--- src/rtl/fp_div_result_stage.sv ---
// fp_div_result_stage
// Registered back-end for the combinational binary32 divider. Stage 1 captures
// the operands, the raw quotient word and the operand classes; stage 2 holds
// the IEEE-754 patched result and exception flags for the writeback consumer.
// Both stages form an elastic pipeline: two entries, one result per cycle.

module fp_div_result_stage #(
  parameter int DATA_WIDTH = 32
) (
  input  logic                  clk,
  input  logic                  rst_n,
  input  logic                  s_valid,
  output logic                  s_ready,
  input  logic [DATA_WIDTH-1:0] op_a,
  input  logic [DATA_WIDTH-1:0] op_b,
  input  logic [DATA_WIDTH-1:0] div_raw,
  output logic                  m_valid,
  input  logic                  m_ready,
  output logic [DATA_WIDTH-1:0] m_data,
  output logic [3:0]            m_flags,
  output logic                  busy
);

  typedef enum logic [1:0] {
    CLS_ZERO = 2'd0,
    CLS_NORM = 2'd1,
    CLS_INF  = 2'd2,
    CLS_NAN  = 2'd3
  } op_class_e;

  // Subnormals are flushed, so any zero exponent is treated as a zero operand.
  function automatic op_class_e classify(input logic [DATA_WIDTH-2:0] mag);
    op_class_e cls;
    cls = CLS_NORM;
    if (mag[30:23] == 8'h00) begin
      cls = CLS_ZERO;
    end else if (mag[30:23] == 8'hFF) begin
      cls = (mag[22:0] == 23'd0) ? CLS_INF : CLS_NAN;
    end
    return cls;
  endfunction

  // The result sign comes from the operands, so the divider's own sign bit is ignored.
  logic unused_raw_sign;
  assign unused_raw_sign = div_raw[DATA_WIDTH-1];

  logic                  s1_valid_q, s1_valid_d;
  logic [DATA_WIDTH-1:0] s1_a_q, s1_a_d;
  logic [DATA_WIDTH-1:0] s1_b_q, s1_b_d;
  logic [DATA_WIDTH-2:0] s1_raw_q, s1_raw_d;
  op_class_e             s1_cls_a_q, s1_cls_a_d;
  op_class_e             s1_cls_b_q, s1_cls_b_d;

  logic                  m_valid_q, m_valid_d;
  logic [DATA_WIDTH-1:0] m_data_q, m_data_d;
  logic [3:0]            m_flags_q, m_flags_d;

  logic                  s1_advance;
  logic                  s1_load;

  logic                  res_sign;
  logic [23:0]           mant_a;
  logic [23:0]           mant_b;
  logic                  mant_lt;
  logic signed [10:0]    exp_res;
  logic [DATA_WIDTH-1:0] res_data;
  logic [3:0]            res_flags;

  // Handshake: S1 drains whenever the output slot is empty or being consumed,
  // and may reload in that same cycle.
  always_comb begin
    s1_advance = s1_valid_q && (!m_valid_q || m_ready);
    s_ready    = !s1_valid_q || s1_advance;
    s1_load    = s_valid && s_ready;
    m_valid    = m_valid_q;
    m_data     = m_data_q;
    m_flags    = m_flags_q;
    busy       = s1_valid_q || m_valid_q;
  end

  // Stage 1 next state: capture operands, raw quotient and operand classes.
  always_comb begin
    s1_valid_d = s1_valid_q;
    s1_a_d     = s1_a_q;
    s1_b_d     = s1_b_q;
    s1_raw_d   = s1_raw_q;
    s1_cls_a_d = s1_cls_a_q;
    s1_cls_b_d = s1_cls_b_q;
    if (s1_load) begin
      s1_valid_d = 1'b1;
      s1_a_d     = op_a;
      s1_b_d     = op_b;
      s1_raw_d   = div_raw[DATA_WIDTH-2:0];
      s1_cls_a_d = classify(op_a[DATA_WIDTH-2:0]);
      s1_cls_b_d = classify(op_b[DATA_WIDTH-2:0]);
    end else if (s1_advance) begin
      s1_valid_d = 1'b0;
    end
  end

  // Result patching: special operands first, then exponent range, else pass the raw quotient.
  always_comb begin
    res_sign  = s1_a_q[31] ^ s1_b_q[31];
    mant_a    = {1'b1, s1_a_q[22:0]};
    mant_b    = {1'b1, s1_b_q[22:0]};
    mant_lt   = (mant_a < mant_b);
    exp_res   = $signed({3'b000, s1_a_q[30:23]}) - $signed({3'b000, s1_b_q[30:23]})
              + 11'sd127 - $signed({10'd0, mant_lt});
    res_data  = {res_sign, s1_raw_q};
    res_flags = 4'b0000;
    if ((s1_cls_a_q == CLS_NAN) || (s1_cls_b_q == CLS_NAN) ||
        ((s1_cls_a_q == CLS_ZERO) && (s1_cls_b_q == CLS_ZERO)) ||
        ((s1_cls_a_q == CLS_INF) && (s1_cls_b_q == CLS_INF))) begin
      res_data  = 32'h7FC0_0000;
      res_flags = 4'b1000;
    end else if ((s1_cls_a_q == CLS_NORM) && (s1_cls_b_q == CLS_ZERO)) begin
      res_data  = {res_sign, 8'hFF, 23'd0};
      res_flags = 4'b0100;
    end else if (s1_cls_a_q == CLS_INF) begin
      res_data  = {res_sign, 8'hFF, 23'd0};
    end else if ((s1_cls_b_q == CLS_INF) || (s1_cls_a_q == CLS_ZERO)) begin
      res_data  = {res_sign, 31'd0};
    end else if (exp_res >= 11'sd255) begin
      res_data  = {res_sign, 8'hFF, 23'd0};
      res_flags = 4'b0010;
    end else if (exp_res <= 11'sd0) begin
      res_data  = {res_sign, 31'd0};
      res_flags = 4'b0001;
    end
  end

  // Stage 2 next state: load on S1 advance, otherwise hold until consumed.
  always_comb begin
    m_valid_d = m_valid_q;
    m_data_d  = m_data_q;
    m_flags_d = m_flags_q;
    if (s1_advance) begin
      m_valid_d = 1'b1;
      m_data_d  = res_data;
      m_flags_d = res_flags;
    end else if (m_ready) begin
      m_valid_d = 1'b0;
    end
  end

  // Pipeline registers; reset discards both entries immediately.
  always_ff @(posedge clk or negedge rst_n) begin
    if (!rst_n) begin
      s1_valid_q <= 1'b0;
      s1_a_q     <= '0;
      s1_b_q     <= '0;
      s1_raw_q   <= '0;
      s1_cls_a_q <= CLS_ZERO;
      s1_cls_b_q <= CLS_ZERO;
      m_valid_q  <= 1'b0;
      m_data_q   <= '0;
      m_flags_q  <= 4'b0000;
    end else begin
      s1_valid_q <= s1_valid_d;
      s1_a_q     <= s1_a_d;
      s1_b_q     <= s1_b_d;
      s1_raw_q   <= s1_raw_d;
      s1_cls_a_q <= s1_cls_a_d;
      s1_cls_b_q <= s1_cls_b_d;
      m_valid_q  <= m_valid_d;
      m_data_q   <= m_data_d;
      m_flags_q  <= m_flags_d;
    end
  end

endmodule

--- config.mk ---
export PLATFORM = sky130hd
export DESIGN_NAME = fp_div_result_stage
export DESIGN_NICKNAME = d
export VERILOG_FILES = /design/src/rtl/fp_div_result_stage.sv
export SDC_FILE = /design/constraint.sdc
export NUM_CORES = 1
export LEC_CHECK = 0
export ABC_AREA = 0
export BUFFER_PORTS_ARGS = -buffer_cell sky130_fd_sc_hd__buf_2
export CAP_MARGIN = 20
export CORE_UTILIZATION = 35
export DETAILED_ROUTE_END_ITERATION = 8
export MAX_ROUTING_LAYER = met4
export SETUP_SLACK_MARGIN = 0.2
export SYNTH_ARGS = -nofsm -noshare
export SYNTH_HDL_FRONTEND = slang
export SYNTH_SLANG_ARGS = --single-unit
--- constraint.sdc ---
create_clock -name clk -period 9.9 [get_ports clk]
set_input_delay 0.99 -clock clk [delete_from_list [all_inputs] [get_ports clk]]
set_output_delay 0.99 -clock clk [all_outputs]
set_load 0.05 [all_outputs]
==> impl_metrics.yaml <==
sta:
  setup_ws_ps: 5280
  skew_ps: 9.33
  setup_viol: 0
  max_freq_ghz: 0.217
  max_slew_margin_pct: 38.9
  fin_setup_tns_ps: 0
  finalHoldViolations: 0
  rsz0062_at_grt: "false"
  finalCritPeriodShare_pct: 46.6
  max_slew.worst_pin.slew_ps: 917
  finalCriticalPeriod_ps: 4620
  drv_slew: 0
pwr:
  power_density_nw_per_um2: 275
  p_leak_nw: 3.91
  peakVddDrop_mv: 0.133
  totalPowerFinal_mw: 2.24
clock_network:
  clock-sinks: 137
  clk_pin_slew_ps: 70
  cts_tree: "yes"
  post_cts_resize_count: 0
  clockBufferDepth: 2
  hold_buffers: 0
  cts_setup_buffers: 0
  cts_made_buffers: 17
  clk_latency_ps: 420
  cts-root-buf: "clkbuf_16"
  htreeDepth: 4
status:
  status: "complete, no violations"
floorplan:
  core_area_sq_um: 18600
  initial_core_util_pct: 35.7
  fp.dieW_um: 140
  io-pin-count: 139
  rows: 50
  die_h_um: 140
  die_area_sq_um: 19500
setup_path:
  timing.rr.start: "s1_a_q[17]"
  worstPathCellList: "ha_1 -> a21o_1 -> a21o_1 -> a21o_1 -> a21oi_1 -> o21ai_0 -> a21oi_1 -> o21ai_0 -> ha_1 -> ha_1 -> fa_1 -> a211oi_2 -> nor2_1 -> xnor2_1 -> nand3_1 -> o31ai_1 -> nor3_2 -> buf_4 -> a22o_1"
  worst-setup-path-type: "register to register"
  critPathLaunchType: "register"
  cp-end-kind: "register"
  slowest_stage: "o31ai_1"
  path_max_fanout: 22
  slowest_delay_ps: 460
  worstPathRequired_ps: 10200
  worst_ep_arrival_time_ps: 4920
  rrSetupSlack_ps: 5280
  r2r_end: "m_data[11]"
  ff2ff_path_depth: 19
worst_hold_path:
  min_to: "m_data[10]"
  worstHoldStart: "s1_raw_q[10]"
  hp-class: "register to register"
  whs_path_depth: 1
route:
  drc: 0
  wl_um: 14800
  drt_first_pass_iters: 4
  vias: 4761
  wl_per_cell_um: 15.8
  avgViaCountPerCell: 5.08
  drt_iter0_drc: 171
  postRouteAntennaNets: 0
cells_and_area:
  antenna_cells: 0
  ff_latch_area_sq_um: 3430
  n_fill_cell: 1784
  multi_input_area_sq_um: 3000
  area_delta_synth_final_pct: 22.7
  final_nets: 831
  drive_gt1_share_pct: 39.8
synth:
  async_flop_share_pct: 100
  ys_seq_area_share_pct: 51.6
  netlist_instances: 549
  ys_ff_latch: 137
  synth_ff_type: "dfrtp_1"
  yosysUniqueCellTypes: 46
  synth_nets: 689
  synth-edff-count: 0
  netlist_area_sq_um: 6650
  yosys_warnings: 0
  postSynthAreaPerCell_sq_um: 12.1
global_route:
  antenna_found_initial: 0
  grt_max_degree: 73
  grt_pass1_vias: 4939
  grt_usage_pct: 16.4
  grt_pass1_wl_um: 24600
  overflow: 0
place:
  post-place-ws_ps: 5230
  finalWeightedCongestion: 0.760
  io_buffers: 137
  dp_hpwl_um: 11100
run:
  cap_violations: 0
==> flip-flops by register name (all words and copies together) (netlist names) <==
register and cells:
m_data 32, m_flags 4, m_valid 1, s1_a_q 32
s1_b_q 32, s1_cls_a_q 2, s1_cls_b_q 2, s1_raw_q 31
s1_valid_q 1
==> kinds of logic after synthesis <==
| family | count (synthesis) | synth area share (%) |
|---|---|---|
| AO/OA/AOI/OAI | 107 | 11.7 |
| XOR/XNOR | 11 | 1.45 |
| adder cells (fa/ha/maj) | 40 | 7.76 |
| buffers and inverters | 60 | 3.43 |
| flip-flops | 137 | 51.6 |
| multiplexers | 95 | 16.1 |
| AND/OR/NAND/NOR | 99 | 8.00 |
==> critical path: cells and delay by family (launching register included) <==
family / cells / cell delay, ps
AND/OR/NAND/NOR: 3 / 320
XOR/XNOR: 1 / 170
flip-flops: 1 / 380
AO/OA/AOI/OAI: 10 / 2190
adder cells (fa/ha/maj): 4 / 1210
buffers and inverters: 1 / 230
==> cell usage after synthesis, types with 10 or more instances <==
cell type | n | area share [%]
dfrtp_1 | 137 | 52
mux2_2 | 95 | 16
inv_1 | 42 | 2.4
ha_1 | 38 | 7.2
a22o_1 | 25 | 3.3
nand2_1 | 23 | 1.3
a21oi_1 | 21 | 1.6
nor2_1 | 19 | 1.1
clkbuf_1 | 16 | 0.90
nor4_1 | 16 | 1.5
a21o_1 | 13 | 1.5
o21ai_0 | 13 | 0.98
nand4_1 | 10 | 0.94
==> placed cells by master (no fill, tap or decap), types with 16 or more instances in the layout <==
master	count
a21oi_1	21
ha_1	38
buf_2	136
clkbuf_16	17
nor2_1	19
a22o_1	25
mux2_2	95
nand2_1	22
inv_1	42
dfrtp_1	137
nor4_1	16
==> layout make-up <==
class	count	area share, %
sequential	137	42.0
multi-input combinational	352	36.8
timing repair buffer	141	8.85
clock buffer	17	5.22
tap	234	3.59
inverter	42	1.93
clock inverter	15	1.60
==> worst max path at each step <==
| stage | from | end | slack, ps | depth (start not counted) |
|---|---|---|---|---|
| 3_5_place_dp | s1_a_q[17] | m_data[12] | 5230 | 19 |
| 5_1_grt | s1_a_q[17] | m_data[12] | 4930 | 19 |
| 3_3_place_gp | s1_a_q[17] | m_data[1] | 5320 | 19 |
| 6_report | s1_a_q[17] | m_data[11] | 5280 | 19 |
| 2_1_floorplan | s1_a_q[17] | m_data[22] | 5990 | 17 |
| 4_1_cts | s1_a_q[17] | m_data[12] | 5200 | 19 |
==> report_power, final <==
group / leakage (nW) / internal [mW] / total (mW) / switching [mW]
Clock: 0.270 / 0.330 / 0.599 / 0.269
Combinational: 1.99 / 0.344 / 0.908 / 0.563
Sequential: 1.65 / 0.671 / 0.732 / 0.0619
Total: 3.91 / 1.35 / 2.24 / 0.895
==> metrics by stage <==
step           cell area, sq um  hold slack [ps]  utilization, %  std cells
6_report                   8150              488            43.7        938
5_1_grt                    8150              502            43.7        938
4_1_cts                    8150              490            43.7        938
3_5_place_dp               7600              478            40.8        906
3_3_place_gp               7600              461            40.8        906
2_1_floorplan              6650              461               -        549
==> per-layer routing <==
metal | global-route usage, % | part of all wire [%] | vias to the layer above
met5 | - | 0 | -
met4 | 4.51 | 1.0 | 0
met1 | 21.3 | 48 | 2328
met3 | 4.30 | 5.5 | 16
met2 | 25.3 | 45 | 128
li1 | - | - | 2289
Note: power is estimated with default switching activity, not from simulation.
